[config.mk]
export PLATFORM = sky130hd
export DESIGN_NAME = serial_add_ctrl
export DESIGN_NICKNAME = d
export VERILOG_FILES = /design/src/rtl/serial_add_ctrl_pkg.sv /design/src/rtl/serial_add_ctrl_fa.sv /design/src/rtl/serial_add_ctrl.sv
export SDC_FILE = /design/constraint.sdc
export NUM_CORES = 1
export LEC_CHECK = 0
export CAP_MARGIN = 10
export CORE_MARGIN = 5
export CORE_UTILIZATION = 60
export CTS_CLUSTER_DIAMETER = 150
export DETAILED_ROUTE_END_ITERATION = 7
export DONT_BUFFER_PORTS = 1
export GPL_ROUTABILITY_DRIVEN = 0
export PLACE_DENSITY = 0.78
export SLEW_MARGIN = 20
export SYNTH_ARGS = -nofsm -noshare
export SYNTH_HDL_FRONTEND = slang
export SYNTH_HIERARCHICAL = 1
export SYNTH_SLANG_ARGS = --single-unit
[constraint.sdc]
create_clock -name i_clk -period 1.9 [get_ports i_clk]
set_input_delay 0.19 -clock i_clk [delete_from_list [all_inputs] [get_ports i_clk]]
set_output_delay 0.19 -clock i_clk [all_outputs]
set_load 0.05 [all_outputs]
[src/rtl/serial_add_ctrl_pkg.sv]
// Shared definitions for the bit-serial adder controller: FSM encoding and
// the supported operand-width range.
package serial_add_ctrl_pkg;

    // FSM state encoding, kept as plain 2-bit constants so the encoding is
    // visible to tools and older code that compares raw state values.
    typedef logic [1:0] state_t;

    localparam state_t ST_IDLE = 2'd0;
    localparam state_t ST_RUN  = 2'd1;
    localparam state_t ST_DONE = 2'd2;

    // Supported WIDTH range. Below 2 there is no separate carry-into-MSB
    // bit to capture for the overflow flag.
    localparam int WIDTH_MIN = 2;
    localparam int WIDTH_MAX = 32;

endpackage : serial_add_ctrl_pkg

[src/rtl/serial_add_ctrl_fa.sv]
// 1-bit full adder: the only arithmetic element of the serial adder.
module serial_add_ctrl_fa (
    input  logic a,
    input  logic b,
    input  logic cin,
    output logic s,
    output logic cout
);

    assign s    = a ^ b ^ cin;
    assign cout = (a & b) | (a & cin) | (b & cin);

endmodule : serial_add_ctrl_fa

[src/rtl/serial_add_ctrl.sv]
// Bit-serial adder controller. Accepts an operand pair in IDLE, then walks
// a single full adder over the operands LSB-first, one bit per clock, and
// presents the registered sum and flags in DONE until the consumer takes it.
module serial_add_ctrl
    import serial_add_ctrl_pkg::*;
#(
    parameter int WIDTH = 8,
    parameter int CNT_W = $clog2(WIDTH)
) (
    input  logic             i_clk,
    input  logic             i_rst_n,
    input  logic             i_valid,
    output logic             o_ready,
    input  logic [WIDTH-1:0] i_a,
    input  logic [WIDTH-1:0] i_b,
    input  logic             i_cin,
    output logic             o_valid,
    input  logic             i_ready,
    output logic [WIDTH-1:0] o_sum,
    output logic             o_cout,
    output logic             o_ovf,
    output logic             o_busy
);

    // Counter values for the last two bit positions: the carry out of the
    // second-to-last bit is the carry into the MSB.
    localparam logic [CNT_W-1:0] CNT_LAST   = CNT_W'(WIDTH - 1);
    localparam logic [CNT_W-1:0] CNT_PENULT = CNT_W'(WIDTH - 2);

    state_t           state;
    logic [WIDTH-1:0] a_sr;
    logic [WIDTH-1:0] b_sr;
    logic [WIDTH-1:0] res_sr;
    logic             carry;
    logic             carry_msb;
    logic [CNT_W-1:0] cnt;
    logic [WIDTH-1:0] sum_q;
    logic             cout_q;
    logic             ovf_q;

    logic             fa_s;
    logic             fa_cout;

    logic             accept;
    logic             last_bit;

    assign accept   = (state == ST_IDLE) && i_valid;
    assign last_bit = (state == ST_RUN) && (cnt == CNT_LAST);

    // Handshake and status outputs decode straight from the state register.
    assign o_ready = (state == ST_IDLE);
    assign o_busy  = (state == ST_RUN);
    assign o_valid = (state == ST_DONE);
    assign o_sum   = sum_q;
    assign o_cout  = cout_q;
    assign o_ovf   = ovf_q;

    serial_add_ctrl_fa fa (
        .a    (a_sr[0]),
        .b    (b_sr[0]),
        .cin  (carry),
        .s    (fa_s),
        .cout (fa_cout)
    );

    // Control FSM: IDLE -> RUN on accept, RUN -> DONE after the MSB,
    // DONE -> IDLE when the consumer takes the result.
    always_ff @(posedge i_clk or negedge i_rst_n) begin
        if (!i_rst_n) begin
            state <= ST_IDLE;
        end else begin
            case (state)
                ST_IDLE: if (accept)   state <= ST_RUN;
                ST_RUN:  if (last_bit) state <= ST_DONE;
                ST_DONE: if (i_ready)  state <= ST_IDLE;
                default:               state <= ST_IDLE;
            endcase
        end
    end

    // Bit counter: cleared on accept, steps once per RUN cycle and wraps to
    // zero on the MSB so it never passes WIDTH-1.
    always_ff @(posedge i_clk or negedge i_rst_n) begin
        if (!i_rst_n) begin
            cnt <= '0;
        end else if (accept || last_bit) begin
            cnt <= '0;
        end else if (state == ST_RUN) begin
            cnt <= cnt + CNT_W'(1);
        end
    end

    // Serial datapath: operand shift registers feed the adder LSBs, the sum
    // bit enters the result register from the top, carry recirculates.
    always_ff @(posedge i_clk or negedge i_rst_n) begin
        if (!i_rst_n) begin
            a_sr      <= '0;
            b_sr      <= '0;
            res_sr    <= '0;
            carry     <= 1'b0;
            carry_msb <= 1'b0;
        end else if (accept) begin
            a_sr  <= i_a;
            b_sr  <= i_b;
            carry <= i_cin;
        end else if (state == ST_RUN) begin
            a_sr   <= a_sr >> 1;
            b_sr   <= b_sr >> 1;
            res_sr <= {fa_s, res_sr[WIDTH-1:1]};
            carry  <= fa_cout;
            if (cnt == CNT_PENULT) carry_msb <= fa_cout;
        end
    end

    // Result registers: loaded only as the MSB completes, so they hold the
    // previous answer through IDLE and RUN of the next operation.
    always_ff @(posedge i_clk or negedge i_rst_n) begin
        if (!i_rst_n) begin
            sum_q  <= '0;
            cout_q <= 1'b0;
            ovf_q  <= 1'b0;
        end else if (last_bit) begin
            sum_q  <= {fa_s, res_sr[WIDTH-1:1]};
            cout_q <= fa_cout;
            ovf_q  <= carry_msb ^ fa_cout;
        end
    end

endmodule : serial_add_ctrl

==> results of run 1 <==
[metal layers]
layer	wire length [µm]	up-vias
li1	-	607
met1	1530	658
met2	1800	49
met3	265	8
met4	55	0
met5	0	-
[synthesized netlist by cell type]
cell      number
buf_4          1
fa_1           1
nand3_2        1
clkinv_4       1
mux2_2         9
ha_1           3
o21ai_0        8
nor3_1         1
nand3b_1       1
nor2_1         5
o31ai_1        4
nor2b_1        2
mux2_4         1
buf_6          2
o22ai_1       28
dfrtp_1       40
inv_2          1
nand2b_1       2
a21oi_1       16
nand2_1       24
buf_2          8
inv_1          3
or2_2          1
nor4b_1        1
xnor2_1        1
[power by group]
part	total (W)	switching, W	internal (W)
Combinational	0.00110	0.000632	0.000466
Sequential	0.00189	0.000657	0.00123
Clock	0.000821	0.000279	0.000542
Total	0.00380	0.00157	0.00224
[timing repair]
action / CTS / global route
setup buffers: 0 / 0
hold buffers: 6 / 0
hold endpoints to repair: 44 / 0
[metrics by stage]
stage	instances	total power, W	hold slack, ns	util (%)	area, µm²
after floorplan	165	0.00274	-0.106	-	1770
after global placement	189	0.00287	-0.105	63.2	1770
after detailed placement	189	0.00296	-0.105	63.2	1770
after CTS	203	0.00381	0.0268	70.2	1970
after global routing	203	0.00405	0.0172	70.2	1970
final	203	0.00380	0.0274	70.2	1970
[flip-flops by register name, indices dropped and copies added (netlist names)]
register   count
o_ovf          1
a_sr           8
state          2
carry          1
res_sr         7
o_sum          8
b_sr           8
o_cout         1
cnt            3
carry_msb      1
[critical path, cell delays in order, from the launching register on]
cell and delay (ns):
dfrtp_1 0.60, inv_2 0.23, nor2_1 0.15, buf_4 0.21
[final cells by class]
class / count / area [µm²] / share of cell area, %
sequential: 40 / 1000 / 50.8
inverter: 5 / 23.8 / 1.21
clock inverter: 3 / 90.1 / 4.57
clock buffer: 5 / 37.5 / 1.90
timing repair buffer: 10 / 100 / 5.08
tap: 31 / 38.8 / 1.97
multi-input combinational: 109 / 679 / 34.5
[worst paths after layout]
path	end	startpoint	slack [ns]
worst max-delay path	o_valid	state[1]	0.17
worst min-delay path	b_sr[2]	i_b[2]	0.03
worst max register to register	o_sum[0]	cnt[0]	0.20
worst min register to register	res_sr[1]	res_sr[2]	0.50
max in group asynchronous	cnt[1]	i_rst_n	1.42
min in group asynchronous	o_sum[3]	i_rst_n	0.28
[logic make-up after synthesis]
family | count (synthesis) | share of synthesized area, %
AO/OA/AOI/OAI | 56 | 18.3
XOR/XNOR | 1 | 0.494
adder cells (fa/ha/maj) | 4 | 3.24
buffers and inverters | 16 | 5.29
flip-flops | 40 | 56.4
multiplexers | 10 | 6.56
AND/OR/NAND/NOR | 38 | 9.66
==> flow_summary.json, run 1 <==
{
  "power-per-cell-area_nw_per_um2": 1930,
  "num-fill-cells": 209,
  "layout_commonest_cell": "dfrtp_1",
  "end_kind": "output port",
  "synth_cell_types": 25,
  "pre_cts_slack_ns": 0.253,
  "drt_iter0_drc": 102,
  "final_cell_mix": "dfrtp_1 (40), o22ai_1 (28), nand2_1 (24)",
  "seq_area_frac_synth_pct": 56.4,
  "netlist_instances": 165,
  "synth_top_cell_area_share_pct": 56.4,
  "min_period_over_period_pct": 91.3,
  "layout-drive-gt1-share_pct": 15.7,
  "post-route-drc-count": 0,
  "cts_tree": "done",
  "vias": 1322,
  "rsz0062_at_grt": "false",
  "maxSlewViolCount": 0,
  "clock_latency_ns": 0.35,
  "worst_hold_path.num_cells": 2,
  "fin_tns_setup_ns": 0,
  "die_y_um": 64.4,
  "clock-sinks": 40,
  "avgSynthCellArea_um2": 10.8,
  "portBuffers": 0,
  "viasPerCell": 6.51,
  "io_pins": 34,
  "coreArea_um2": 2810,
  "die_area_um2": 4140,
  "timing.final.crit_period_ns": 1.73,
  "clockRootBuffer": "clkbuf_4",
  "clk_pin_slew_worst_paths_ns": 0.12,
  "antenna_found_initial": 0,
  "setup_ws_ns": 0.166,
  "hold_viol_final": 0,
  "ant_nets": 0,
  "status": "finished, final reports clean",
  "yosys_warnings": 6,
  "synth-seq-cells": 40,
  "grt.met2_usage_pct": 31.4,
  "dr.pass1.iters": 4,
  "hpwl_mm": 2.33,
  "cp_data_arrival_time_ns": 1.54,
  "grt_use_met3_pct": 7.36,
  "numCtsBuffers": 5,
  "p_leak_nw": 0.877,
  "initial_core_util_pct": 63.2,
  "rows": 19,
  "grt_overflow": 0,
  "startpoint_type": "flop",
  "synth_area_leaders": "dfrtp_1 (56%), o22ai_1 (9.9%), mux2_2 (5.7%), nand2_1 (5.1%), a21oi_1 (4.5%)",
  "final_nets": 196,
  "hold_class": "input pin to flop",
  "grt_max_degree": 41,
  "syn2layout_area_growth_pct": 11.1,
  "netlist_area_um2": 1770,
  "relSlewSlack_pct": 65.1,
  "htree_num_levels": 2,
  "clock_path_buffers": 2,
  "critPathRequiredTime_ns": 1.71,
  "cap_violations": 0,
  "wl_mm": 3.65,
  "synth_nets": 190,
  "n_antenna_cell": 0,
  "setup-violations-final": 0,
  "synth_area_leader_cell": "dfrtp_1",
  "grt_use_met1_pct": 24.7,
  "die_x_um": 64.4,
  "tightest_slew_ns": 0.524,
  "max_clock_freq_ghz": 0.577,
  "path_class": "flop to output port",
  "grt_busiest_layer": "met2",
  "rr_worst_depth": 5,
  "finalClockSkew_ns": 0.00710,
  "cts_resized": 0,
  "grt_pass1_wl_mm": 6.27,
  "routedWlPerCell_um": 18.0,
  "grt_pass1_vias": 1331,
  "grtUsageTotal_pct": 19.5,
  "ir_drop_v": 0.000974,
  "critPathMaxFanout": 17
}
Note: power is estimated with default switching activity, not from simulation.
==> run 2: changes to the inputs <==
--- a/config.mk
+++ b/config.mk
@@ -8,7 +8,7 @@
 export CAP_MARGIN = 10
 export CORE_MARGIN = 5
 export CORE_UTILIZATION = 60
-export CTS_CLUSTER_DIAMETER = 150
+export CTS_CLUSTER_DIAMETER = 50
 export DETAILED_ROUTE_END_ITERATION = 7
 export DONT_BUFFER_PORTS = 1
 export GPL_ROUTABILITY_DRIVEN = 0
==> results of run 2 <==
Final layout, timing and power as in run 1 (identical DEF).
==> run 3: changes to the inputs <==
--- a/config.mk
+++ b/config.mk
@@ -6,7 +6,7 @@
 export NUM_CORES = 1
 export LEC_CHECK = 0
 export CAP_MARGIN = 10
-export CORE_MARGIN = 5
+export CORE_MARGIN = 4
 export CORE_UTILIZATION = 60
 export CTS_CLUSTER_DIAMETER = 50
 export DETAILED_ROUTE_END_ITERATION = 7
==> flow_summary.json, run 3 (synthesis results as in run 1) <==
{
  "grt_pass1_wl_mm": 5.93,
  "setup-violations-final": 0,
  "ir_drop_v": 0.00162,
  "die_y_um": 62.4,
  "grt_overflow": 0,
  "maxSlewViolCount": 0,
  "finalClockSkew_ns": 0.00824,
  "final_util_pct": 68.6,
  "numCtsBuffers": 5,
  "syn2layout_area_growth_pct": 7.62,
  "path_class": "flop to output port",
  "portBuffers": 0,
  "clock_latency_ns": 0.34,
  "post-route-drc-count": 0,
  "power-per-cell-area_nw_per_um2": 1780,
  "n_antenna_cell": 0,
  "power_frac_seq_pct": 55.3,
  "clock-sinks": 40,
  "wl_mm": 3.34,
  "rows": 19,
  "status": "finished, final reports clean",
  "critPathMaxFanout": 17,
  "cts_tree": "done",
  "grt_pass1_vias": 1304,
  "p_total_w": 0.00339,
  "routedWlPerCell_um": 16.5,
  "postCtsSetupRepairBufs": 0,
  "tightest_slew_ns": 0.523,
  "ff_latch_area_um2": 1000,
  "p_sw_share_pct": 44.8,
  "max_clock_freq_ghz": 0.588,
  "cts_hold_buf": 6,
  "min_period_over_period_pct": 89.5,
  "p_switching_w": 0.00152,
  "grtUsageTotal_pct": 18.9,
  "io_pins": 34,
  "dr.pass1.iters": 4,
  "comb_power_share_pct": 31.4,
  "relSlewSlack_pct": 65.1,
  "vias": 1290,
  "p_int_w": 0.00187,
  "antenna_found_initial": 0,
  "viasPerCell": 6.35,
  "multi_input_area_um2": 679,
  "clockRootBuffer": "clkbuf_4",
  "timing.final.crit_period_ns": 1.70,
  "cap_violations": 0,
  "die_x_um": 62.4,
  "final_cell_mix": "dfrtp_1 (40), o22ai_1 (28), nand2_1 (24)",
  "drt_iter0_drc": 76,
  "clk_pin_slew_worst_paths_ns": 0.12,
  "clock_path_buffers": 2,
  "layout-drive-gt1-share_pct": 15.7,
  "hold_viol_final": 0,
  "hpwl_mm": 2.28,
  "cp_data_arrival_time_ns": 1.51,
  "rsz0062_at_grt": "false",
  "startpoint_type": "flop",
  "die_area_um2": 3890,
  "cts_resized": 0,
  "coreArea_um2": 2780,
  "hold_class": "input pin to flop",
  "htree_num_levels": 2,
  "end_kind": "output port",
  "p_leak_nw": 0.842,
  "grt_max_degree": 41,
  "layout_commonest_cell": "dfrtp_1",
  "initial_core_util_pct": 63.8,
  "num-fill-cells": 207,
  "critPathRequiredTime_ns": 1.71,
  "power_frac_clock_pct": 13.4,
  "ant_nets": 0,
  "fin_tns_setup_ns": 0,
  "final_nets": 196
}
==> run 3: cell count changes in the layout (fill, tap and decap cells not counted) <==
cell | before | now
bufinv_16 | 3 | 0
clkbuf_8 | 0 | 1
clkinvlp_4 | 0 | 2
==> run 3: through the flow <==
step	hold WS, ns	area [µm²]	setup WS (ns)	cells
floorplan	-0.106	1770	0.348	165
global placement	-0.104	1770	0.347	189
detailed placement	-0.105	1770	0.275	189
CTS	0.0276	1910	0.199	203
global route	0.0194	1910	0.0628	203
finish	0.0371	1910	0.200	203
==> run 3: cell type report <==
| class | count | area share (%) |
|---|---|---|
| clock buffers | 6 | 2.69 |
| clock inverters | 2 | 0.786 |
| inverters | 5 | 1.25 |
| multi-input cells | 109 | 35.6 |
| flip-flops and latches | 40 | 52.4 |
| well taps | 31 | 2.03 |
| repair buffers | 10 | 5.24 |
==> run 3: final timing paths <==
path / from / end / slack (ns) / cells past startpoint
min in group asynchronous: i_rst_n / o_sum[0] / 0.29 / 2
max in group asynchronous: i_rst_n / cnt[1] / 1.43 / 2
worst max register to register: cnt[0] / o_sum[3] / 0.27 / 5
worst min-delay path: i_b[6] / b_sr[6] / 0.04 / 2
worst max-delay path: state[1] / o_valid / 0.20 / 3
worst min register to register: res_sr[1] / res_sr[1] / 0.49 / 2
==> run 3: power groups by stage <==
stage          sequential, W  clock [W]  combinational (W)
5_1_grt              0.00194   0.000520            0.00121
3_5_place_dp         0.00190          0            0.00105
6_report             0.00188   0.000454            0.00107
4_1_cts              0.00188   0.000470            0.00108
2_1_floorplan        0.00179          0           0.000948
3_3_place_gp         0.00187          0           0.000997
==> run 3: routing by layer <==
metal  up-vias  track usage, %  routed length [µm]
met1       646            20.9                1320
li1        602               -                   -
met5         -               0                   0
met4         0            6.90                  49
met3         4            7.19                 223
met2        38            32.8                1760
==> run 3: critical path, stage by stage (launching register included) <==
cell and delay [ns]:
dfrtp_1 0.59, inv_2 0.22, nor2_1 0.15, buf_4 0.21
